## src/rtl/axi4_split_pkg.sv

```systemverilog
// Shared helpers for the wide-to-narrow AXI4 write converter: W split state
// encoding, ratio/log2 constants, narrow size encoding and burst length scaling.
package axi4_split_pkg;

  typedef enum logic {
    W_EMPTY = 1'b0,
    W_SPLIT = 1'b1
  } w_state_e;

  function automatic int log2_ceil(input int v);
    int r;
    r = 0;
    for (int i = 0; i < 31; i++) begin
      if ((1 << i) < v) r = i + 1;
    end
    return r;
  endfunction

  function automatic int ratio_of(input int wide_bits, input int narrow_bits);
    return wide_bits / narrow_bits;
  endfunction

  // AXI awsize encoding for a beat of the given byte count.
  function automatic logic [2:0] size_enc(input int bytes);
    return 3'(log2_ceil(bytes));
  endfunction

  // (len+1)*2^lg - 1, i.e. len with lg one-bits appended below it.
  function automatic logic [31:0] len_scale(input logic [31:0] len, input int lg);
    return (len << lg) | ((32'd1 << lg) - 32'd1);
  endfunction

endpackage

```

## src/rtl/width_split_verb.sv

```systemverilog
// W-channel splitter: holds one wide beat and emits it as RATIO narrow beats,
// least-significant lane first.
module width_split_verb
  import axi4_split_pkg::*;
#(
  parameter int ISIZE = 128,
  parameter int OSIZE = 32
) (
  input  logic               clock,
  input  logic               rst,
  input  logic [ISIZE-1:0]   s_wdata,
  input  logic [ISIZE/8-1:0] s_wstrb,
  input  logic               s_wlast,
  input  logic               s_wvalid,
  output logic               s_wready,
  output logic [OSIZE-1:0]   m_wdata,
  output logic [OSIZE/8-1:0] m_wstrb,
  output logic               m_wlast,
  output logic               m_wvalid,
  input  logic               m_wready
);

  localparam int RATIO = ratio_of(ISIZE, OSIZE);
  localparam int LW    = log2_ceil(RATIO);
  localparam int IB    = ISIZE / 8;
  localparam int OB    = OSIZE / 8;
  localparam logic [LW-1:0] LAST_IDX = LW'(RATIO - 1);

  w_state_e          state_q;
  logic [LW-1:0]     idx_q;
  logic [ISIZE-1:0]  data_q;
  logic [IB-1:0]     strb_q;
  logic              last_q;

  logic [OSIZE-1:0]  lane_data [RATIO];
  logic [OB-1:0]     lane_strb [RATIO];
  logic              on_last_lane;
  logic              wide_accept;
  logic              narrow_accept;

  for (genvar gi = 0; gi < RATIO; gi++) begin : g_lane
    assign lane_data[gi] = data_q[gi*OSIZE +: OSIZE];
    assign lane_strb[gi] = strb_q[gi*OB +: OB];
  end

  assign on_last_lane  = (idx_q == LAST_IDX);
  assign m_wvalid      = (state_q == W_SPLIT);
  // A new wide beat may enter while the last lane of the current one leaves.
  assign s_wready      = (state_q == W_EMPTY) || (m_wready && on_last_lane);
  assign wide_accept   = s_wvalid && s_wready;
  assign narrow_accept = m_wvalid && m_wready;

  assign m_wdata = lane_data[idx_q];
  assign m_wstrb = lane_strb[idx_q];
  assign m_wlast = m_wvalid && last_q && on_last_lane;

  always_ff @(posedge clock or posedge rst) begin
    if (rst) begin
      state_q <= W_EMPTY;
      idx_q   <= '0;
      data_q  <= '0;
      strb_q  <= '0;
      last_q  <= 1'b0;
    end else if (wide_accept) begin
      state_q <= W_SPLIT;
      idx_q   <= '0;
      data_q  <= s_wdata;
      strb_q  <= s_wstrb;
      last_q  <= s_wlast;
    end else if (narrow_accept) begin
      if (on_last_lane) begin
        state_q <= W_EMPTY;
        idx_q   <= '0;
      end else begin
        idx_q   <= idx_q + LW'(1);
      end
    end
  end

endmodule

```

## src/rtl/axi4_data_split_a1.sv

```systemverilog
// Downsizing AXI4 write-path converter: re-encodes AW bursts for the narrow
// port and splits every wide W beat into RATIO narrow beats.
module axi4_data_split_a1
  import axi4_split_pkg::*;
#(
  parameter int IDSIZE = 4,
  parameter int ASIZE  = 32,
  parameter int ILSIZE = 8,
  parameter int OLSIZE = 10,
  parameter int ISIZE  = 128,
  parameter int OSIZE  = 32
) (
  input  logic               clock,
  input  logic               rst,
  input  logic [IDSIZE-1:0]  s_awid,
  input  logic [ASIZE-1:0]   s_awaddr,
  input  logic [ILSIZE-1:0]  s_awlen,
  input  logic [2:0]         s_awsize,
  input  logic [1:0]         s_awburst,
  input  logic               s_awvalid,
  output logic               s_awready,
  output logic [IDSIZE-1:0]  m_awid,
  output logic [ASIZE-1:0]   m_awaddr,
  output logic [OLSIZE-1:0]  m_awlen,
  output logic [2:0]         m_awsize,
  output logic [1:0]         m_awburst,
  output logic               m_awvalid,
  input  logic               m_awready,
  input  logic [ISIZE-1:0]   s_wdata,
  input  logic [ISIZE/8-1:0] s_wstrb,
  input  logic               s_wlast,
  input  logic               s_wvalid,
  output logic               s_wready,
  output logic [OSIZE-1:0]   m_wdata,
  output logic [OSIZE/8-1:0] m_wstrb,
  output logic               m_wlast,
  output logic               m_wvalid,
  input  logic               m_wready
);

  localparam int RATIO = ratio_of(ISIZE, OSIZE);
  localparam int LOG2R = log2_ceil(RATIO);
  localparam logic [2:0] NARROW_SIZE = size_enc(OSIZE / 8);

  if (ISIZE % OSIZE != 0) begin : g_chk_div
    $fatal(1, "ISIZE must be a multiple of OSIZE");
  end
  if (RATIO < 2 || (RATIO & (RATIO - 1)) != 0) begin : g_chk_ratio
    $fatal(1, "ISIZE/OSIZE must be a power of two >= 2");
  end
  if (OLSIZE < ILSIZE + LOG2R) begin : g_chk_len
    $fatal(1, "OLSIZE too narrow for scaled burst length");
  end

  logic [IDSIZE-1:0] m_awid_q;
  logic [ASIZE-1:0]  m_awaddr_q;
  logic [OLSIZE-1:0] m_awlen_q;
  logic [OLSIZE-1:0] m_awlen_d;
  logic [2:0]        m_awsize_q;
  logic [1:0]        m_awburst_q;
  logic              m_awvalid_q;
  logic              aw_load;

  // Only full-width input beats are supported, so the incoming size is irrelevant.
  logic unused_awsize;
  assign unused_awsize = ^s_awsize;

  assign m_awlen_d = OLSIZE'(len_scale(32'(s_awlen), LOG2R));
  assign s_awready = !m_awvalid_q || m_awready;
  assign aw_load   = s_awvalid && s_awready;

  always_ff @(posedge clock or posedge rst) begin
    if (rst) begin
      m_awvalid_q <= 1'b0;
      m_awid_q    <= '0;
      m_awaddr_q  <= '0;
      m_awlen_q   <= '0;
      m_awsize_q  <= '0;
      m_awburst_q <= '0;
    end else if (aw_load) begin
      m_awvalid_q <= 1'b1;
      m_awid_q    <= s_awid;
      m_awaddr_q  <= s_awaddr;
      m_awlen_q   <= m_awlen_d;
      m_awsize_q  <= NARROW_SIZE;
      m_awburst_q <= s_awburst;
    end else if (m_awready) begin
      m_awvalid_q <= 1'b0;
    end
  end

  assign m_awid    = m_awid_q;
  assign m_awaddr  = m_awaddr_q;
  assign m_awlen   = m_awlen_q;
  assign m_awsize  = m_awsize_q;
  assign m_awburst = m_awburst_q;
  assign m_awvalid = m_awvalid_q;

  width_split_verb #(
    .ISIZE (ISIZE),
    .OSIZE (OSIZE)
  ) u_split (
    .clock    (clock),
    .rst      (rst),
    .s_wdata  (s_wdata),
    .s_wstrb  (s_wstrb),
    .s_wlast  (s_wlast),
    .s_wvalid (s_wvalid),
    .s_wready (s_wready),
    .m_wdata  (m_wdata),
    .m_wstrb  (m_wstrb),
    .m_wlast  (m_wlast),
    .m_wvalid (m_wvalid),
    .m_wready (m_wready)
  );

endmodule

```

## config.mk

```make
export PLATFORM = sky130hd
export DESIGN_NAME = axi4_data_split_a1
export DESIGN_NICKNAME = d
export VERILOG_FILES = /design/src/rtl/axi4_split_pkg.sv /design/src/rtl/width_split_verb.sv /design/src/rtl/axi4_data_split_a1.sv
export SDC_FILE = /design/constraint.sdc
export NUM_CORES = 1
export LEC_CHECK = 0
export BUFFER_PORTS_ARGS = -buffer_cell sky130_fd_sc_hd__buf_2
export CORE_ASPECT_RATIO = 1.2
export CORE_MARGIN = 2
export CORE_UTILIZATION = 45
export CTS_BUF_LIST = sky130_fd_sc_hd__clkbuf_16
export DETAILED_ROUTE_END_ITERATION = 8
export GPL_TIMING_DRIVEN = 0
export PLACE_DENSITY = 0.78
export SLEW_MARGIN = 15
export SYNTH_ARGS = -nofsm -noshare
export SYNTH_HDL_FRONTEND = slang
export SYNTH_SLANG_ARGS = --single-unit
```

## constraint.sdc

```tcl
create_clock -name clock -period 6.5 [get_ports clock]
set_input_delay 1.3 -clock clock [delete_from_list [all_inputs] [get_ports clock]]
set_output_delay 1.3 -clock clock [all_outputs]
set_load 0.01 [all_outputs]
```

# Word level (Yosys, flattened, before mapping)
# Index checks and enable logic that the tools add are counted.
dict set report totals {
  reg_bits 198
  input_bits 200
  output_inout_bits 92
  wordCells 43
}
dict set report op_classes {
  addsub 1
  magnitude_cmp 1
  eq_ne 1
  n_mux 14
  bitwise 2
  n_reduce_logical 13
}
# operator n
set op_table {}
lappend op_table {{32-bit binary-select mux with 2-bit select} 1}
lappend op_table {{32-bit two-way mux} 2}
lappend op_table {{4-bit binary-select mux with 2-bit select} 1}
lappend op_table {{4-bit two-way mux} 2}
lappend op_table {{1-bit logical AND} 6}
lappend op_table {{2-bit two-way mux} 3}
lappend op_table {{2-bit nonzero test} 3}
lappend op_table {{1-bit two-way mux} 5}
lappend op_table {{3-bit greater-or-equal comparator (second input constant)} 1}
lappend op_table {{2-bit NOT with 3-bit output} 1}
lappend op_table {{2-bit by 1-bit adder with 2-bit output (second input constant)} 1}
lappend op_table {{2-bit equality test (second input constant)} 1}
lappend op_table {{1-bit logical OR} 2}
lappend op_table {{2-bit AND reduction} 1}
lappend op_table {{1-bit zero test} 1}
lappend op_table {{1-bit NOT} 1}

# Logic depth before layout (Yosys ltp)
# Gate-level depths: netlist of the first run.
dict set report depth {
  depth_word 6
  mapped_depth 6
  mapped_depth_nobuf 4
}

# Hierarchy
# A second synthesis of the first run with hierarchy kept.
dict set report hier_totals {
  hier_cells 815
  area_unflattened_um2 9674.3
}
# mod n_inst cells_each area_each_um2 seq_area_each_um2
set by_module_without_submodules {}
lappend by_module_without_submodules {width_split_verb 1 706 7726.2 3703.6}
lappend by_module_without_submodules {axi4_data_split_a1 1 109 1948.1 1201.2}

# Worst setup path before layout of the first run
# Ideal clock, no wire load.
dict set report synth_timing {
  path_kind {input port to output port}
  start {input port m_wready}
  end {output port s_wready}
  arrival_ns 1.529
  required_time_ns 5.200
  path_slack_ns 3.671
  cell_stages 1
  n_path_buf 0
  path_cell_list {a21bo_4}
}
dict set report synth_between {
  elab_chain_cells 2
}
# element line_no
set synth_rtl {}
lappend synth_rtl {{from (decl)} axi4_data_split_a1.sv:38} ;# input logic m_wready
lappend synth_rtl {{1-bit logical AND} width_split_verb.sv:49} ;# assign s_wready = (state_q == W_EMPTY) || (m_wready && on_last_lane);
lappend synth_rtl {{1-bit logical OR} width_split_verb.sv:49}
lappend synth_rtl {{to (decl)} axi4_data_split_a1.sv:33} ;# output logic s_wready,
# No other way between the ends.

# Worst setup path after layout of the first run
dict set report layout_timing {
  start {register u_split.idx_q[0]}
  end {output port m_wdata[23]}
}
dict set report layout_between {
  elab_chain_cells 4
}
# element line_no
set layout_rtl {}
lappend layout_rtl {{from (decl)} width_split_verb.sv:30} ;# logic [LW-1:0] idx_q;
lappend layout_rtl {{from (signal assigned)} width_split_verb.sv:75} ;# idx_q <= idx_q + LW'(1);
lappend layout_rtl {{2-bit NOT with 3-bit output (not written as such)} width_split_verb.sv:53} ;# assign m_wdata = lane_data[idx_q];
lappend layout_rtl {{32-bit binary-select mux with 2-bit select} width_split_verb.sv:53}
lappend layout_rtl {{32-bit two-way mux (not written as such) (2 in series)} width_split_verb.sv:53}
lappend layout_rtl {{to (decl)} axi4_data_split_a1.sv:34} ;# output logic [OSIZE-1:0] m_wdata,
# No other way between the ends. The select of a mux whose other input is x is not followed.

==> metrics.md, run 1 <==
| Metric | Value |
|---|---|
| FMAX | `0.299 GHz` |
| CP Max Fanout | `10` |
| Number of I/O port buffers | `roughly 290` |
| Die height | `154 um` |
| Initial antenna violation count | `1` |
| Met2 wire len | `10.1 mm` |
| Max IR drop VDD | `0.222 mV` |
| 1st-pass router iterations | `4` |
| GRT overflow | `0` |
| CTS buffer count | `17` |
| Critical Path Start Type | `register` |
| Die X | `129 um` |
| Wire length on met3 | `around 1.5 mm` |
| Mapped Cells | `472` |
| Worst hold path type | `register to register` |
| Hold_buf cts | `0` |
| Worst-margin pin slew | `636 ps` |
| Power per cell area | `447 nW/um2` |
| Synth Area in Adders | `less than 1%` |
| Reg2reg path depth | `6` |
| Cell leakage power | `roughly 0.0053 uW` |
| FF-to-FF End | `u_split.data_q[65]$_DFFE_PP0N_` |
| Fraction of the yosys area taken by sequential cells | `between 50% and 60%` |
| Area growth from synthesis to layout | `28.8%` |
| DR DRC count | `0` |
| TritonCTS clock tree | `done` |
| Synthesized area | `8450 um2` |
| Fin crit period | `3340 ps` |
| Largest net degree at the start of global routing | `36` |
| Die area | `a little under 20000 um2` |
| DR vias/cell | `5.00` |
| Wire per inst | `between 15 and 20 um` |
| Max layer used | `met4` |
| Reg clk slew, reported paths | `70 ps` |
| Slew margin rel. | `57.6%` |
| Final setup TNS | `0 ps` |
| Main combinational cell family by area after synthesis | `multiplexers` |
| Routed vias | `5255` |
| Data required time of the worst path | `5200 ps` |
| R2R Setup Slk | `4670 ps` |
| Nets | `985` |
| Ports | `292` |
| Non-filler cells, final | `1050` |
| Synthesis warning total | `0` |
| Clk_lat worst skew | `420 ps` |
| Max H-tree Level | `4` |
| Period utilization | `51.5%` |
| Clk root buf | `clkbuf_16` |
| Critical path arrival | `approximately 2000 ps` |
| WHS Endpoint | `m_awaddr[15]$_DFFE_PP0P_` |
| Post-synthesis mux area share | `37.3%` |
| Post-cts sizing count | `0` |
| Max Cap Viol | `0` |
| Clk buf depth | `2` |
| Clock Sinks | `196` |
| Flops & latches, synth | `196` |
| DRT iter0 DRCs | `128` |
| Hold path start | `m_awaddr[15]$_DFFE_PP0P_` |
| Worst setup EP type | `output pin` |
| First-pass GRT wire length | `31.0 mm` |
| RR Startpoint | `u_split.idx_q[0]$_DFFE_PP0P_` |
| Initial Utilization | `46.1%` |
| Syn Area/Cell | `17.9 um2` |
| WL met1 | `7.78 mm` |
| Slew Viols, Final | `0` |
| Compound-Gate Fraction of Synth Area | `0.459%` |
| Layout Utilization | `59.4%` |
| Vias in the first global route | `roughly 5.9k` |
| Total GRT Usage | `20.4%` |
| Detailed Place HPWL | `14.7 mm` |
| Cells after DPL | `1017` |
| Crit Path Class | `register to output pin` |
| Endpoints failing setup | `0` |
| Final WL | `19.6 mm` |
| Worst clock skew | `9.28 ps` |
| Status | `finished clean` |
| RSZ-0062 raised after global routing | `no` |
| Site Rows | `54` |
| DP Worst Slack | `3410 ps` |
| Post-Synth XOR/XNOR Area | `0%` |
| Postcts setup bufs | `0` |
| Core area | `~18000 um2` |
| Final Hold Fails | `0` |
| Layout cell share with drive strength beyond 1 | `73.1%` |
| GPL Wtd Cong | `0.768` |
| Post-Synth Simple-Gate Area | `0.829%` |
| Count of different cell masters after synthesis | `20` |
| FILL cells | `around 1.4k` |
| Hold Crit Depth | `1` |
| DRT antenna net count | `0` |
| Min setup slack post-route | `3160 ps` |
-- where the power goes --
part / switching [uW] / internal, uW
combinational: 732 / 1150
clock: 494 / 503
sequential: 255 / 1730
-- routing by layer --
| layer | GRT usage, % | vias to the layer above |
|---|---|---|
| met2 | 35.1 | 208 |
| met3 | 6.54 | 18 |
| met5 | 0 | - |
| met4 | 5.28 | 0 |
| li1 | - | 2358 |
| met1 | 24.9 | 2671 |
-- cells in the final DEF, fill, tap and decap left out --
master,netlist,final
inv_8,0,5
mux4_2,36,36
inv_1,1,1
clkbuf_16,0,17
clkinvlp_4,0,3
nand3_1,1,1
diode_2,0,1
dfrtp_1,196,196
mux2_4,50,50
o31ai_1,1,1
a21oi_1,1,1
a21bo_4,1,1
nand2_1,2,2
clkinv_4,0,5
conb_1,1,2
clkbuf_1,1,1
nand2_8,1,1
buf_8,6,6
buf_4,19,19
clkinv_1,0,1
buf_12,0,6
buf_2,6,292
ha_1,1,1
nand2b_1,5,5
mux2_2,141,141
a32o_1,1,1
and3_1,1,1
clkinv_2,0,1
-- stage by stage --
| stage | hold slack [ps] | instance area, um2 | total power, uW |
|---|---|---|---|
| after floorplan | 472 | 8460 | 3290 |
| after detailed placement | 486 | 10300 | 3910 |
| after global routing | 510 | 10900 | 5140 |
| after CTS | 504 | 10900 | 4930 |
| after global placement | 481 | 10200 | 3850 |
| final | 500 | 10900 | 4860 |
-- worst max-delay path by stage --
stage,startpoint,end,slack (ps),cells past startpoint
finish,u_split.idx_q[0]$_DFFE_PP0P_,m_wdata[23],3160,3
global route,u_split.idx_q[0]$_DFFE_PP0P_,m_wdata[17],3000,4
CTS,u_split.idx_q[1]$_DFFE_PP0P_,m_wdata[1],3070,4
detailed placement,m_wready,s_wready,3410,3
global placement,rst,u_split.data_q[124]$_DFFE_PP0N_,1430,2
floorplan,rst,m_awaddr[0]$_DFFE_PP0P_,2670,1
-- worst max-delay path, stage by stage (launching register included) --
cell and delay, ps:
dfrtp_1 370, clkbuf_1 500, mux4_2 600, buf_2 160
-- area by class of cell --
| type | instances | area, um2 | area share [%] |
|---|---|---|---|
| Sequential cell | 196 | 4900 | 45.1 |
| Multi-Input combinational cell | 244 | 3280 | 30.1 |
| Timing Repair Buffer | 292 | 1550 | 14.3 |
| Clock buffer | 17 | 425 | 3.91 |
| Tap cell | 252 | 315 | 2.90 |
| Buffer | 32 | 267 | 2.45 |
| Clock inverter | 15 | 128 | 1.17 |
| Inverter | 1 | 7.51 | 0.0690 |
| Antenna cell | 1 | 2.50 | 0.0230 |
-- cell families after synthesis --
| kind of cell | after synthesis |
|---|---|
| mux | 227 |
| flops | 196 |
| buf+inv | 33 |
| simple gates | 10 |
| compound gates | 4 |
| fa+ha+maj | 1 |
| other cells | 1 |
-- flip-flops by register name, indices dropped and copies added (netlist names) --
name	flops
m_awlen	9
u_split.strb_q	16
u_split.data_q	128
m_awid	4
u_split.idx_q	2
m_awvalid	1
m_awburst	2
m_awaddr	32
u_split.m_wvalid	1
u_split.last_q	1
-- cells in the mapped netlist (all sizes together) --
library cell,n,area share [%]
a21bo,1,0.19
a21oi,1,0.059
a32o,1,0.12
and3,1,0.074
buf,31,3.1
clkbuf,1,0.044
conb,1,0.044
dfrtp,196,58
ha,1,0.15
inv,1,0.044
mux2,191,28
mux4,36,9.6
nand2,3,0.33
nand2b,5,0.37
nand3,1,0.059
o31ai,1,0.089
Note: power is estimated with default switching activity, not from simulation.
==> run 2: changes to the inputs <==
- CORE_UTILIZATION: 45 -> 50
- PLACE_DENSITY: 0.78 -> 0.82
- clock period: 6.5 -> 3.3 ns (I/O delays scaled with it)
==> run 2 against run 1 <==
Against the previous run:
- via count increased by 0.55%
- critical path type unchanged
- die area decreased by 9.7%
- worst hold slack got worse by 120 ps
- global-route usage increased by 2.7 points
- sequential power increased by 98%
- utilization increased by 5.3 points
- count of clock-buffer cells in the layout unchanged
- non-clock buffer count decreased by 1
- cell area decreased by 0.59%
- combinational power increased by 99%
- setup slack got worse by 2600 ps
- clock power increased by 95%
==> metrics.md, run 2 (synthesized netlist as in run 1, its figures left out) <==
| Metric | Value |
|---|---|
| RSZ-0062 raised after global routing | `no` |
| FMAX | `0.366 GHz` |
| Critical Path Start Type | `register` |
| Ports | `292 (unchanged)` |
| Met2 wire len | `10.4 mm (+3.3%)` |
| Core area | `16700 um2 (-8.7%)` |
| Nets | `984 (-0.10%)` |
| CP Buf/Inv Count | `2 (unchanged)` |
| CTS buffer count | `17 (unchanged)` |
| Levels on crit path | `3 (unchanged)` |
| Slowest library cell on the worst path | `mux4_2` |
| Status | `finished clean` |
| Reg clk slew, reported paths | `70 ps (about the same)` |
| Die height | `146 um (-5.0%)` |
| DRT iter0 DRCs | `227 (+77%)` |
| Layout cell share with drive strength beyond 1 | `73.2% (+0.092 points)` |
| Period utilization | `82.8%` |
| Final Hold Fails | `0 (unchanged)` |
| Postcts setup bufs | `0 (unchanged)` |
| Worst Setup EP | `m_wdata[23]` |
| DP Worst Slack | `978 ps (-2430 ps)` |
| WL met1 | `7.73 mm (-0.62%)` |
| Worst-margin pin slew | `814 ps (+178 ps)` |
| Power per cell area | `889 nW/um2 (+99%)` |
| GRT overflow | `0 (unchanged)` |
| Largest net degree at the start of global routing | `39 (+8.3%)` |
| Site Rows | `52 (-3.7%)` |
| Slew margin rel. | `45.6% (-12 points)` |
| CP delay by family, top | `buffers and inverters` |
| GPL Wtd Cong | `0.778 (+1.3%)` |
| Initial antenna violation count | `1 (unchanged)` |
| Max IR drop VDD | `0.462 mV (+110%)` |
| Max H-tree Level | `4 (unchanged)` |
| DR DRC count | `0 (unchanged)` |
| TritonCTS clock tree | `done` |
| Min setup slack post-route | `567 ps (-2590 ps)` |
| DR vias/cell | `5.22 (+4.3%)` |
| Clk_lat worst skew | `430 ps (about the same)` |
| First-pass GRT wire length | `31.2 mm (+0.78%)` |
| Worst clock skew | `9.45 ps (+0.173 ps)` |
| Slew Viols, Final | `0 (unchanged)` |
| Clk root buf | `clkbuf_16` |
| Area growth from synthesis to layout | `28.0%` |
| Clock Sinks | `196 (unchanged)` |
| Endpoints failing setup | `0 (unchanged)` |
| Start point of the critical path | `u_split.idx_q[0]$_DFFE_PP0P_` |
| RR Startpoint | `u_split.idx_q[0]$_DFFE_PP0P_` |
| Reg2reg path depth | `6 (unchanged)` |
| CP peak stage delay | `610 ps (about the same)` |
| Data required time of the worst path | `2640 ps (-2560 ps)` |
| Hold_buf cts | `0 (unchanged)` |
| Total GRT Usage | `23.2% (+2.7 points)` |
| Max FFs per register | `128 (unchanged)` |
| Post-cts sizing count | `0 (unchanged)` |
| DRT antenna net count | `0 (unchanged)` |
| Max Cap Viol | `0 (unchanged)` |
| Number of I/O port buffers | `286 (unchanged)` |
| Routed vias | `5284 (+0.55%)` |
| Reg with most FFs | `u_split.data_q` |
| Max layer used | `met5` |
| Final WL | `20.1 mm (+2.6%)` |
| Clk buf depth | `2 (unchanged)` |
| Vias in the first global route | `5962 (+1.7%)` |
| Total power | `9610 uW (+98%)` |
| Initial Utilization | `50.5% (+4.4 points)` |
| Fin crit period | `2730 ps` |
| Crit Path Class | `register to output pin` |
| Die area | `18000 um2 (-9.7%)` |
| Area after DPL | `10300 um2 (-0.56%)` |
| Layout Utilization | `64.7% (+5.3 points)` |
| Antenna Cells | `0 (-1)` |
| Crit-path cells | `clkbuf_1 > mux4_2 > buf_2` |
| Die X | `123 um (-5.0%)` |
| Final Instance Area | `10800 um2 (-0.59%)` |
| CP Max Fanout | `10 (unchanged)` |
| Most frequent cells in the layout | `buf_2, dfrtp_1, mux2_2, mux2_4, mux4_2` |
| Wire length on met3 | `1.50 mm (+2.4%)` |
| R2R Setup Slk | `1450 ps (-3220 ps)` |
| Wire per inst | `19.8 um (+6.4%)` |
| Critical path arrival | `2070 ps (+30 ps)` |
| 1st-pass router iterations | `4 (unchanged)` |
| Cell leakage power | `0.00529 uW (-0.42%)` |
| Leading cell type in the layout, fill and taps excluded | `buf_2` |
| Detailed Place HPWL | `15.4 mm (+4.4%)` |
| Final setup TNS | `0 ps (unchanged)` |
| Worst setup EP type | `output pin` |
| FF-to-FF End | `u_split.data_q[65]$_DFFE_PP0N_` |
| Worst hold path type | `input port to async pin` |
-- run 2: metal layers --
metal	up-vias	GRT usage, %
met5	-	0
met4	2	7.64
met3	34	7.23
met2	231	39.6
met1	2666	27.6
li1	2351	-
-- run 2: metrics by stage --
| step | hold WS [ps] | std cells |
|---|---|---|
| finish | 376 | 1012 |
| global route | 413 | 1012 |
| CTS | 381 | 1012 |
| detailed placement | 489 | 980 |
| global placement | 481 | 975 |
| floorplan | 472 | 473 |
-- run 2: area by class of cell --
cell class	instances	area, um2
Sequential cell	196	4900
Clock inverter	15	124
Clock buffer	17	425
Buffer	32	267
Fill cell	1219	5910
Multi-Input combinational cell	244	3280
Inverter	1	7.51
Tap cell	216	270
Timing Repair Buffer	291	1540
-- run 2: how the worst min path moves through the flow --
stage	start	to	slack (ps)	cells after the start
finish	rst	m_awid[2]$_DFFE_PP0P_	380	2
global route	rst	m_awid[2]$_DFFE_PP0P_	410	2
CTS	rst	m_awid[2]$_DFFE_PP0P_	380	2
detailed placement	u_split.strb_q[10]$_DFFE_PP0N_	u_split.strb_q[10]$_DFFE_PP0N_	490	1
global placement	m_awaddr[4]$_DFFE_PP0P_	m_awaddr[4]$_DFFE_PP0P_	480	1
floorplan	u_split.last_q$_DFFE_PP0N_	u_split.last_q$_DFFE_PP0N_	470	1
-- run 2: report_power, final --
group,total [uW],switching [uW],internal (uW)
clock,1940,960,983
combinational,3740,1480,2260
sequential,3930,530,3400
